$ cat src/rtl/fnd_value_counter.sv
// ---------------------------------------------------------------------------
// fnd_value_counter
//
// Four-digit (0..9999) up/down counter for an FND display, driven by three
// push buttons. Each raw button is synchronized, debounced and turned into a
// single-cycle press pulse. A STOP/RUN state machine gates a prescaler that
// produces one count step every TICK_DIV clock cycles.
//
// Parameters
//   TICK_DIV   clock cycles per count step (2..2^26)
//   DB_CYCLES  consecutive stable cycles before a debounced level changes
//              (2..2^24)
//
// Ports
//   i_clk         system clock, rising-edge
//   i_reset       asynchronous, active-high reset
//   i_btnRunStop  raw button, toggles STOP/RUN on press
//   i_btnClear    raw button, zeroes the count and the prescaler on press
//   i_btnMode     raw button, toggles the count direction on press
//   o_value       registered count, always 0..9999
//   o_running     the FSM state register itself: 1 = RUN, 0 = STOP
//   o_modeDown    registered direction: 0 = up, 1 = down
//
// Handshake: none. Button pulses are fire-and-forget one-cycle strobes that
// the counter always consumes on the cycle they are high.
// ---------------------------------------------------------------------------

// ---------------------------------------------------------------------------
// fnd_value_counter_debounce
//
// Two-flop synchronizer, stability-counter debouncer and press detector for
// one button.
//
// Ports
//   clk    system clock
//   rst    asynchronous, active-high reset
//   btn    raw asynchronous button level
//   pulse  one-cycle strobe, high on the cycle after the debounced level
//          rises; releases produce nothing
// ---------------------------------------------------------------------------
module fnd_value_counter_debounce #(
    parameter int DB_CYCLES = 1_000_000
) (
    input  logic clk,
    input  logic rst,
    input  logic btn,
    output logic pulse
);

    localparam int CW = (DB_CYCLES > 1) ? $clog2(DB_CYCLES) : 1;
    localparam logic [CW-1:0] CNT_LAST = CW'(DB_CYCLES - 1);

    logic          sync_meta;
    logic          sync_out;
    logic          level;
    logic [CW-1:0] cnt;

    always_ff @(posedge clk or posedge rst) begin
        if (rst) begin
            sync_meta <= 1'b0;
            sync_out  <= 1'b0;
            level     <= 1'b0;
            cnt       <= '0;
            pulse     <= 1'b0;
        end else begin
            sync_meta <= btn;
            sync_out  <= sync_meta;
            pulse     <= 1'b0;
            if (sync_out == level) begin
                // Any agreeing cycle restarts the stability window.
                cnt <= '0;
            end else if (cnt == CNT_LAST) begin
                // This is the DB_CYCLES-th disagreeing cycle in a row: accept
                // the new level. The pulse register loads together with the
                // level, so the strobe is visible in the cycle after the
                // level change and is consumed on the following edge.
                level <= sync_out;
                cnt   <= '0;
                pulse <= sync_out;
            end else begin
                cnt <= cnt + CW'(1);
            end
        end
    end

endmodule

module fnd_value_counter #(
    parameter int TICK_DIV  = 10_000_000,
    parameter int DB_CYCLES = 1_000_000
) (
    input  logic        i_clk,
    input  logic        i_reset,
    input  logic        i_btnRunStop,
    input  logic        i_btnClear,
    input  logic        i_btnMode,
    output logic [13:0] o_value,
    output logic        o_running,
    output logic        o_modeDown
);

    localparam int PW = (TICK_DIV > 1) ? $clog2(TICK_DIV) : 1;
    localparam logic [PW-1:0] PRESC_LAST = PW'(TICK_DIV - 1);
    localparam logic [13:0]   VALUE_MAX  = 14'd9999;

    typedef enum logic {
        STOP = 1'b0,
        RUN  = 1'b1
    } state_t;

    state_t        state_q;
    state_t        state_next;
    logic [PW-1:0] presc_q;
    logic [PW-1:0] presc_next;
    logic [13:0]   value_next;
    logic          mode_next;
    logic          tick;

    logic          runstop_pulse;
    logic          clear_pulse;
    logic          mode_pulse;

    // -----------------------------------------------------------------------
    // Button front ends
    // -----------------------------------------------------------------------
    fnd_value_counter_debounce #(
        .DB_CYCLES (DB_CYCLES)
    ) u_db_runstop (
        .clk   (i_clk),
        .rst   (i_reset),
        .btn   (i_btnRunStop),
        .pulse (runstop_pulse)
    );

    fnd_value_counter_debounce #(
        .DB_CYCLES (DB_CYCLES)
    ) u_db_clear (
        .clk   (i_clk),
        .rst   (i_reset),
        .btn   (i_btnClear),
        .pulse (clear_pulse)
    );

    fnd_value_counter_debounce #(
        .DB_CYCLES (DB_CYCLES)
    ) u_db_mode (
        .clk   (i_clk),
        .rst   (i_reset),
        .btn   (i_btnMode),
        .pulse (mode_pulse)
    );

    // -----------------------------------------------------------------------
    // State, prescaler, count and direction registers
    // -----------------------------------------------------------------------
    always_ff @(posedge i_clk or posedge i_reset) begin
        if (i_reset) begin
            state_q    <= STOP;
            presc_q    <= '0;
            o_value    <= '0;
            o_modeDown <= 1'b0;
        end else begin
            state_q    <= state_next;
            presc_q    <= presc_next;
            o_value    <= value_next;
            o_modeDown <= mode_next;
        end
    end

    // The state register is one bit with RUN encoded as 1, so this is a
    // plain view of a flop rather than logic on any input.
    assign o_running = (state_q == RUN);

    // -----------------------------------------------------------------------
    // Next-state logic
    // -----------------------------------------------------------------------
    always_comb begin
        state_next = state_q;
        presc_next = presc_q;
        value_next = o_value;
        mode_next  = o_modeDown;
        tick       = 1'b0;

        case (state_q)
            STOP: begin
                // Prescaler is frozen while stopped; a restart begins a full
                // TICK_DIV period.
                if (runstop_pulse) begin
                    state_next = RUN;
                    presc_next = '0;
                end
            end
            RUN: begin
                tick = (presc_q == PRESC_LAST);
                // The stopping cycle still advances the prescaler and applies
                // any coincident tick; the new state freezes it afterwards.
                presc_next = tick ? '0 : presc_q + PW'(1);
                if (runstop_pulse) begin
                    state_next = STOP;
                end
            end
            default: begin
                state_next = STOP;
            end
        endcase

        // The tick uses the direction held before any coincident Mode press.
        if (tick) begin
            if (o_modeDown) begin
                value_next = (o_value == 14'd0) ? VALUE_MAX : o_value - 14'd1;
            end else begin
                value_next = (o_value >= VALUE_MAX) ? 14'd0 : o_value + 14'd1;
            end
        end

        if (mode_pulse) begin
            mode_next = ~o_modeDown;
        end

        // Clear wins over a coincident tick and leaves state and direction
        // alone.
        if (clear_pulse) begin
            value_next = '0;
            presc_next = '0;
        end
    end

endmodule

$ cat config.mk
export PLATFORM = sky130hd
export DESIGN_NAME = fnd_value_counter
export DESIGN_NICKNAME = d
export VERILOG_FILES = /design/src/rtl/fnd_value_counter.sv
export SDC_FILE = /design/constraint.sdc
export NUM_CORES = 1
export LEC_CHECK = 0
export CAP_MARGIN = 20
export CORE_ASPECT_RATIO = 0.75
export CORE_MARGIN = 8
export CORE_UTILIZATION = 43
export CTS_CLUSTER_SIZE = 25
export DETAILED_ROUTE_END_ITERATION = 16
export PLACE_DENSITY = 0.63
export REMOVE_ABC_BUFFERS = 1
export SLEW_MARGIN = 15
export SYNTH_ARGS = -nofsm -noshare
export SYNTH_HDL_FRONTEND = slang
export SYNTH_SLANG_ARGS = --single-unit
$ cat constraint.sdc
create_clock -name i_clk -period 5.53 [get_ports i_clk]
set_clock_uncertainty 0.1 [all_clocks]
set_input_delay 0.8295 -clock i_clk [delete_from_list [all_inputs] [get_ports i_clk]]
set_output_delay 0.8295 -clock i_clk [all_outputs]
set_load 0.03 [all_outputs]
==> impl_metrics.toml, run 1 <==
[worst_setup_path]
end_kind = "output pin"
crit_buf_inv = 1
worstPathCellList = "clkdlybuf4s50_1"
cp.required_ps = 4600
critical_path.max_stage_delay_ps = 950
critPathKind = "flip-flop to output pin"
critical_path_arrival_ps = 2120
cp_max_fo = 26
critical-path-slowest-cell = "dfrtp_1"
cp_top_family = "flip-flops"
start_kind = "flip-flop"

[global_route]
grt_pass1_wl_um = 21320
grt_pass1_vias = 4426
antenna_found_initial = 0
overflow = 0
grt_start_max_net_pins = 82
grt_usage = 0.1437

[finish]
diodes = 0
area_growth_pct = 10.81
final_util = 0.4822
finalNetCount = 654
fillCellCount = 1268
drive_gt1_frac = 0.05255

[cts]
clk_latency_ps = 340
post-cts-setup-buffers = 0
cts_resized = 0
numCtsBuffers = 9
cts_root_buffer = "clkbuf_16"
htreeDepth = 3
cts_tree = "done"
clkTransAtPathRegs_ps = 80
cts.sinks = 112
postCtsHoldBufs = 0
cts_buffer_depth = 2

[power_and_ir_drop]
p_int_w = 0.001150
power.leakage_nw = 2.770
powerDensity_nw_per_um2 = 227.4
clockPowerShare = 0.414
vdd_drop_max_uv = 173.3
power_frac_seq = 0.560
switchingPower_w = 0.0003371
netSwitchingFraction = 0.2267
combPwrFrac = 0.026

[timing]
tightestPinTransition_ps = 1035
rsz0062_at_grt = "false"
fmax_mhz = 327.9
setup_tns_ps = 0
hold_viol = 0
finalCritPeriodShare = 0.5515
relSlewSlack = 0.3069
setup_viol = 0
slew_viol_final = 0
period_needed_ps = 3050
whs_ps = 251.4

[floorplan]
coreArea_um2 = 13560
start_util = 0.4351
ioPinCount = 21
row_count = 37
die_h_um = 117.5
die-area_um2 = 17770
chipWidth_um = 151.3

[routing]
via_per_inst = 5.544
vias = 4557
routed_wl_um = 12210
drt_iter0_markers = 346
first_pass_iters = 5
post_drt_wl_per_cell_um = 14.85
drc = 0
ant_nets = 0

[run_status]
status = "finished clean"

[synthesis]
synth_edf_count = 0
synth_cell_types = 57
synth_ff_type = "dfrtp_1"
synth-seq-cells = 112
avgSynthCellArea_um2 = 9.324
synth_cells = 633
netlist_area_um2 = 5902
ys_warn_count = 0
yosysSeqAreaShare = 0.4749
async_flop_share = 1.000

[placement]
gp_congestion = 0.9304
hpwl_um = 8539
io_buffers = 20

[flow_run]
cap_viol_max_count = 0

[min_path]
min_path_type = "flip-flop to flip-flop"
[metrics by stage]
| stage | std cells | setup WS [ps] | total power (W) | area, um^2 |
|---|---|---|---|---|
| final | 822 | 2480 | 0.001487 | 6540 |
| after global routing | 822 | 2353 | 0.001553 | 6540 |
| after CTS | 821 | 2486 | 0.001509 | 6513 |
| after detailed placement | 805 | 2799 | 0.0008869 | 6233 |
| after global placement | 805 | 2867 | 0.0008855 | 6233 |
| after floorplan | 609 | 1641 | 0.0008728 | 5804 |
[routing by layer]
metal / part of all wire / wire, um / vias to the layer above / track usage
li1: - / - / 2227 / -
met2: 0.43 / 5300 / 108 / 0.2165
met5: 0 / 0 / - / 0
met4: 0.0096 / 117 / 0 / 0.03393
met3: 0.051 / 618 / 17 / 0.03265
met1: 0.51 / 6172 / 2205 / 0.2042
[cells in the final DEF (no fill, tap or decap), types with 2 or more instances in the layout]
master           Yosys  final
clkdlybuf4s50_1      0     20
nand2_1             47     47
ha_1                 7      7
o31ai_1              3      3
a22o_1               4      4
clkbuf_16            0      9
nand3b_1             2      2
or3_1                6      6
inv_6                0      2
nor2_1             108    108
o21ai_0             19     19
or2_2                2      2
xnor2_1             40     40
o22ai_1              5      5
and3_1              13     13
or4b_2               2      2
nand2b_1             5      5
nor3_1              22     22
and2_1               2      2
and4_1               4      4
nor3b_1              2      2
nand3_1             39     39
or4_1                2      2
a21o_1               2      2
inv_1               23     22
o32a_1               2      2
nor4_1              13     13
nor4b_1              6      6
a31oi_1             12     12
xor2_1              41     41
o41ai_1              2      2
nor2b_1              4      4
mux2_2               4      4
nand4_1             18     18
a22oi_1              2      2
dfrtp_1            112    112
o31a_1               2      2
a21oi_1             13     13
[area by class of cell]
class / count / area, um^2 / area share
clock buffer: 10 / 229.0 / 0.03501
clock inverter: 6 / 50.05 / 0.007653
inverter: 23 / 88.84 / 0.01358
multi-input combinational: 474 / 2915 / 0.4458
sequential: 112 / 2803 / 0.4285
tap: 175 / 219.0 / 0.03348
timing repair buffer: 22 / 235.2 / 0.03597
[final timing paths]
path,start,end,slack [ps],cells after the start
hold / removal,u_db_mode.sync_meta,u_db_mode.sync_out,250,0
max in group asynchronous,i_reset,u_db_clear.level,3920,3
setup / recovery,o_modeDown,o_modeDown,2480,1
min in group asynchronous,i_reset,o_value[13],700,2
setup reg to reg,o_value[0],o_value[4],2730,8
hold reg to reg,u_db_mode.sync_meta,u_db_mode.sync_out,250,0
[sequential cells by signal, indices dropped and copies added, names as in the netlist]
name / flops
o_modeDown: 1
o_running: 1
o_value: 14
presc_q: 24
u_db_clear.cnt: 20
u_db_clear.level: 1
u_db_clear.pulse: 1
u_db_clear.sync_meta: 1
u_db_clear.sync_out: 1
u_db_mode.cnt: 20
u_db_mode.level: 1
u_db_mode.pulse: 1
u_db_mode.sync_meta: 1
u_db_mode.sync_out: 1
u_db_runstop.cnt: 20
u_db_runstop.level: 1
u_db_runstop.pulse: 1
u_db_runstop.sync_meta: 1
u_db_runstop.sync_out: 1
[cell families after synthesis]
family          synth area share
compound gates           0.08692
xor+xnor                  0.1202
fa+ha+maj                0.01484
buf+inv                  0.03116
flops                     0.4749
mux                     0.009327
simple gates              0.2627
[power groups by stage]
stage / Clock, W / Combinational (W) / Sequential, W
5_1_grt: 0.000674 / 0.0000450 / 0.000834
2_1_floorplan: 0 / 0.0000257 / 0.000847
4_1_cts: 0.000638 / 0.0000380 / 0.000833
3_3_place_gp: 0 / 0.0000367 / 0.000849
6_report: 0.000616 / 0.0000383 / 0.000833
3_5_place_dp: 0 / 0.0000379 / 0.000849
[cells in the mapped netlist, drive strengths merged (2+ instances only)]
cell type	count	area (um^2)
dfrtp	112	2803
nor2	108	405.4
nand2	47	176.4
xor2	41	359.1
xnor2	40	350.3
nand3	39	195.2
inv	23	86.33
nor3	23	126.4
o21ai	20	103.9
nand4	18	112.6
clkbuf	17	63.81
nor4	14	102.6
a21oi	13	65.06
and3	13	81.33
a31oi	12	75.07
buf	7	33.78
ha	7	87.58
nor4b	6	52.55
or3	6	37.54
nand2b	5	31.28
o22ai	5	31.28
a22o	4	35.03
and4	4	35.03
mux2	4	45.04
nor2b	4	25.02
o31ai	3	22.52
o41ai	3	45.05
or4	3	26.27
or4b	3	33.78
a21o	2	15.01
a22oi	2	15.01
and2	2	12.51
nand3b	2	15.01
nand4b	2	23.77
nor3b	2	15.01
o31a	2	17.52
o32a	2	20.02
or2	2	12.51
Note: power is estimated with default switching activity, not from simulation.
==> run 2, diff against run 1 <==
- PLACE_DENSITY: 0.63 -> 0.66
- clock period: 5.53 -> 2.7 ns (I/O delays scaled with it)
==> run 2 against run 1 <==
Effect of this change: worst hold slack improved by 2.5 ps; clock power increased by 120%; global-route usage increased by 0.73 points; utilization increased by 1.4 points; setup slack got worse by 2300 ps; critical path depth increased by 6; first-iteration DRC count increased by 32%; highest routed layer unchanged; largest cell class unchanged; sequential power increased by 110%; critical path type is now flip-flop to flip-flop.
==> impl_metrics.toml, run 2 (synthesis gave the netlist of run 1 again) <==
[run_status]
status = "finished clean"

[routing]
vias = 4651
ant_nets = 0
drc = 0
post_drt_wl_per_cell_um = 15.32
first_pass_iters = 5
routed_wl_um = 12950
via_per_inst = 5.504
drt_iter0_markers = 456

[finish]
largest_register = "presc_q"
area_growth_pct = 13.93
fillCellCount = 1232
layout_commonest_cell = "dfrtp_1"
layout_common_cells = "dfrtp_1, nor2_1, nand2_1"
finalNetCount = 677
largest_reg_flops = 24
diodes = 0
drive_gt1_frac = 0.08657

[worst_setup_path]
start_kind = "flip-flop"
cp_top_family = "simple AND/OR/NAND/NOR gates"
end_kind = "flip-flop"
critical-path-slowest-cell = "nor4_4"
critical_path_arrival_ps = 2680
worstPathCellList = "ha_1 > nand4_1 > nor4_4 > and4b_1 > o21ai_2 > o31ai_1 > a22o_1"
crit_buf_inv = 0
critical_path.max_stage_delay_ps = 460
critPathKind = "flip-flop to flip-flop"
cp_max_fo = 7
cp.required_ps = 2890

[cts]
numCtsBuffers = 9
cts_buffer_depth = 2
cts.sinks = 112
cts_root_buffer = "clkbuf_16"
clk_latency_ps = 350
htreeDepth = 3
cts_resized = 0
postCtsHoldBufs = 0
clkTransAtPathRegs_ps = 80
cts_tree = "done"

[floorplan]
die_h_um = 117.5
coreArea_um2 = 13560
start_util = 0.4351
chipWidth_um = 151.3
ioPinCount = 21
row_count = 37
die-area_um2 = 17770

[power_and_ir_drop]
clockPowerShare = 0.427
power.leakage_nw = 2.892
power_w = 0.003117
p_int_w = 0.002407
combPwrFrac = 0.026
vdd_drop_max_uv = 405.2
switchingPower_w = 0.0007097
netSwitchingFraction = 0.2277
power_frac_seq = 0.547
powerDensity_nw_per_um2 = 463.5

[timing]
hold_viol = 0
setup_viol = 0
fmax_mhz = 401.8
period_needed_ps = 2489
tightestPinTransition_ps = 812.7
rsz0062_at_grt = "false"
layout_setup_ws_ps = 211.3
finalCritPeriodShare = 0.9218
relSlewSlack = 0.4556
slew_viol_final = 0

[flow_run]
cap_viol_max_count = 0

[global_route]
overflow = 0
grt_pass1_vias = 4533
grt_start_max_net_pins = 50
grt_usage = 0.1510
antenna_found_initial = 0
grt_pass1_wl_um = 22320

[placement]
dpl_worst_slack_ps = 117.1
gp_congestion = 0.9312
hpwl_um = 9222
io_buffers = 20

[min_path]
min_path_type = "flip-flop to flip-flop"
[run 2: stage by stage]
step                instance area [um^2]  instances  TNS, ps  hold slack, ps    util
detailed placement                  6419        828        0           241.0  0.4732
CTS                                 6716        844        0           257.7  0.4952
global placement                    6419        828        0           238.0  0.4732
floorplan                           5804        609   -85570           231.2       -
global route                        6724        845        0           259.9  0.4957
finish                              6724        845        0           253.9  0.4957
[run 2: final timing paths]
kind                                      from            endpoint  slack (ps)  depth (start not counted)
max in group asynchronous              i_reset         presc_q[19]        1510                          3
setup reg to reg                    presc_q[0]         o_value[13]         210                          7
hold reg to reg            u_db_mode.sync_meta  u_db_mode.sync_out         250                          0
min in group asynchronous              i_reset         o_value[12]         340                          2
hold / removal             u_db_mode.sync_meta  u_db_mode.sync_out         250                          0
setup / recovery                    presc_q[0]         o_value[13]         210                          7
[run 2: repair_timing]
action	4_1_cts	5_1_grt
setup buffers	0	1
endpoints found under the setup margin	0	2
endpoints found under the hold margin	0	0
[run 2: final cells by class]
type                    instances  area [um^2]  area share
well taps                     175        219.0     0.03256
flip-flops and latches        112         2803      0.4168
clock inverters                 5        45.04    0.006699
repair buffers                 45        400.4     0.05955
inverters                      23        88.84     0.01321
multi-input cells             474         2915      0.4336
clock buffers                  11        252.7     0.03759
[run 2: worst register-to-register path: stages, from the launching register on]
cell,delay [ps]
dfrtp_1,400
ha_1,220
nand4_1,260
nor4_4,470
and4b_1,350
o21ai_2,160
o31ai_1,300
a22o_1,180
[run 2: power groups by stage]
| stage | Clock, W | Combinational [W] | Sequential, W |
|---|---|---|---|
| 3_5_place_dp | 0 | 0.0000836 | 0.00174 |
| 5_1_grt | 0.00144 | 0.0000944 | 0.00171 |
| 6_report | 0.00133 | 0.0000801 | 0.00171 |
| 2_1_floorplan | 0 | 0.0000525 | 0.00174 |
| 4_1_cts | 0.00137 | 0.0000840 | 0.00171 |
| 3_3_place_gp | 0 | 0.0000808 | 0.00174 |
[run 2: metal layers]
metal | part of all wire | global-route usage | vias up
met3 | 0.052 | 0.03304 | 14
met4 | 0.012 | 0.04195 | 0
met5 | 0 | 0 | -
met2 | 0.44 | 0.2176 | 117
li1 | - | - | 2273
met1 | 0.50 | 0.2216 | 2247
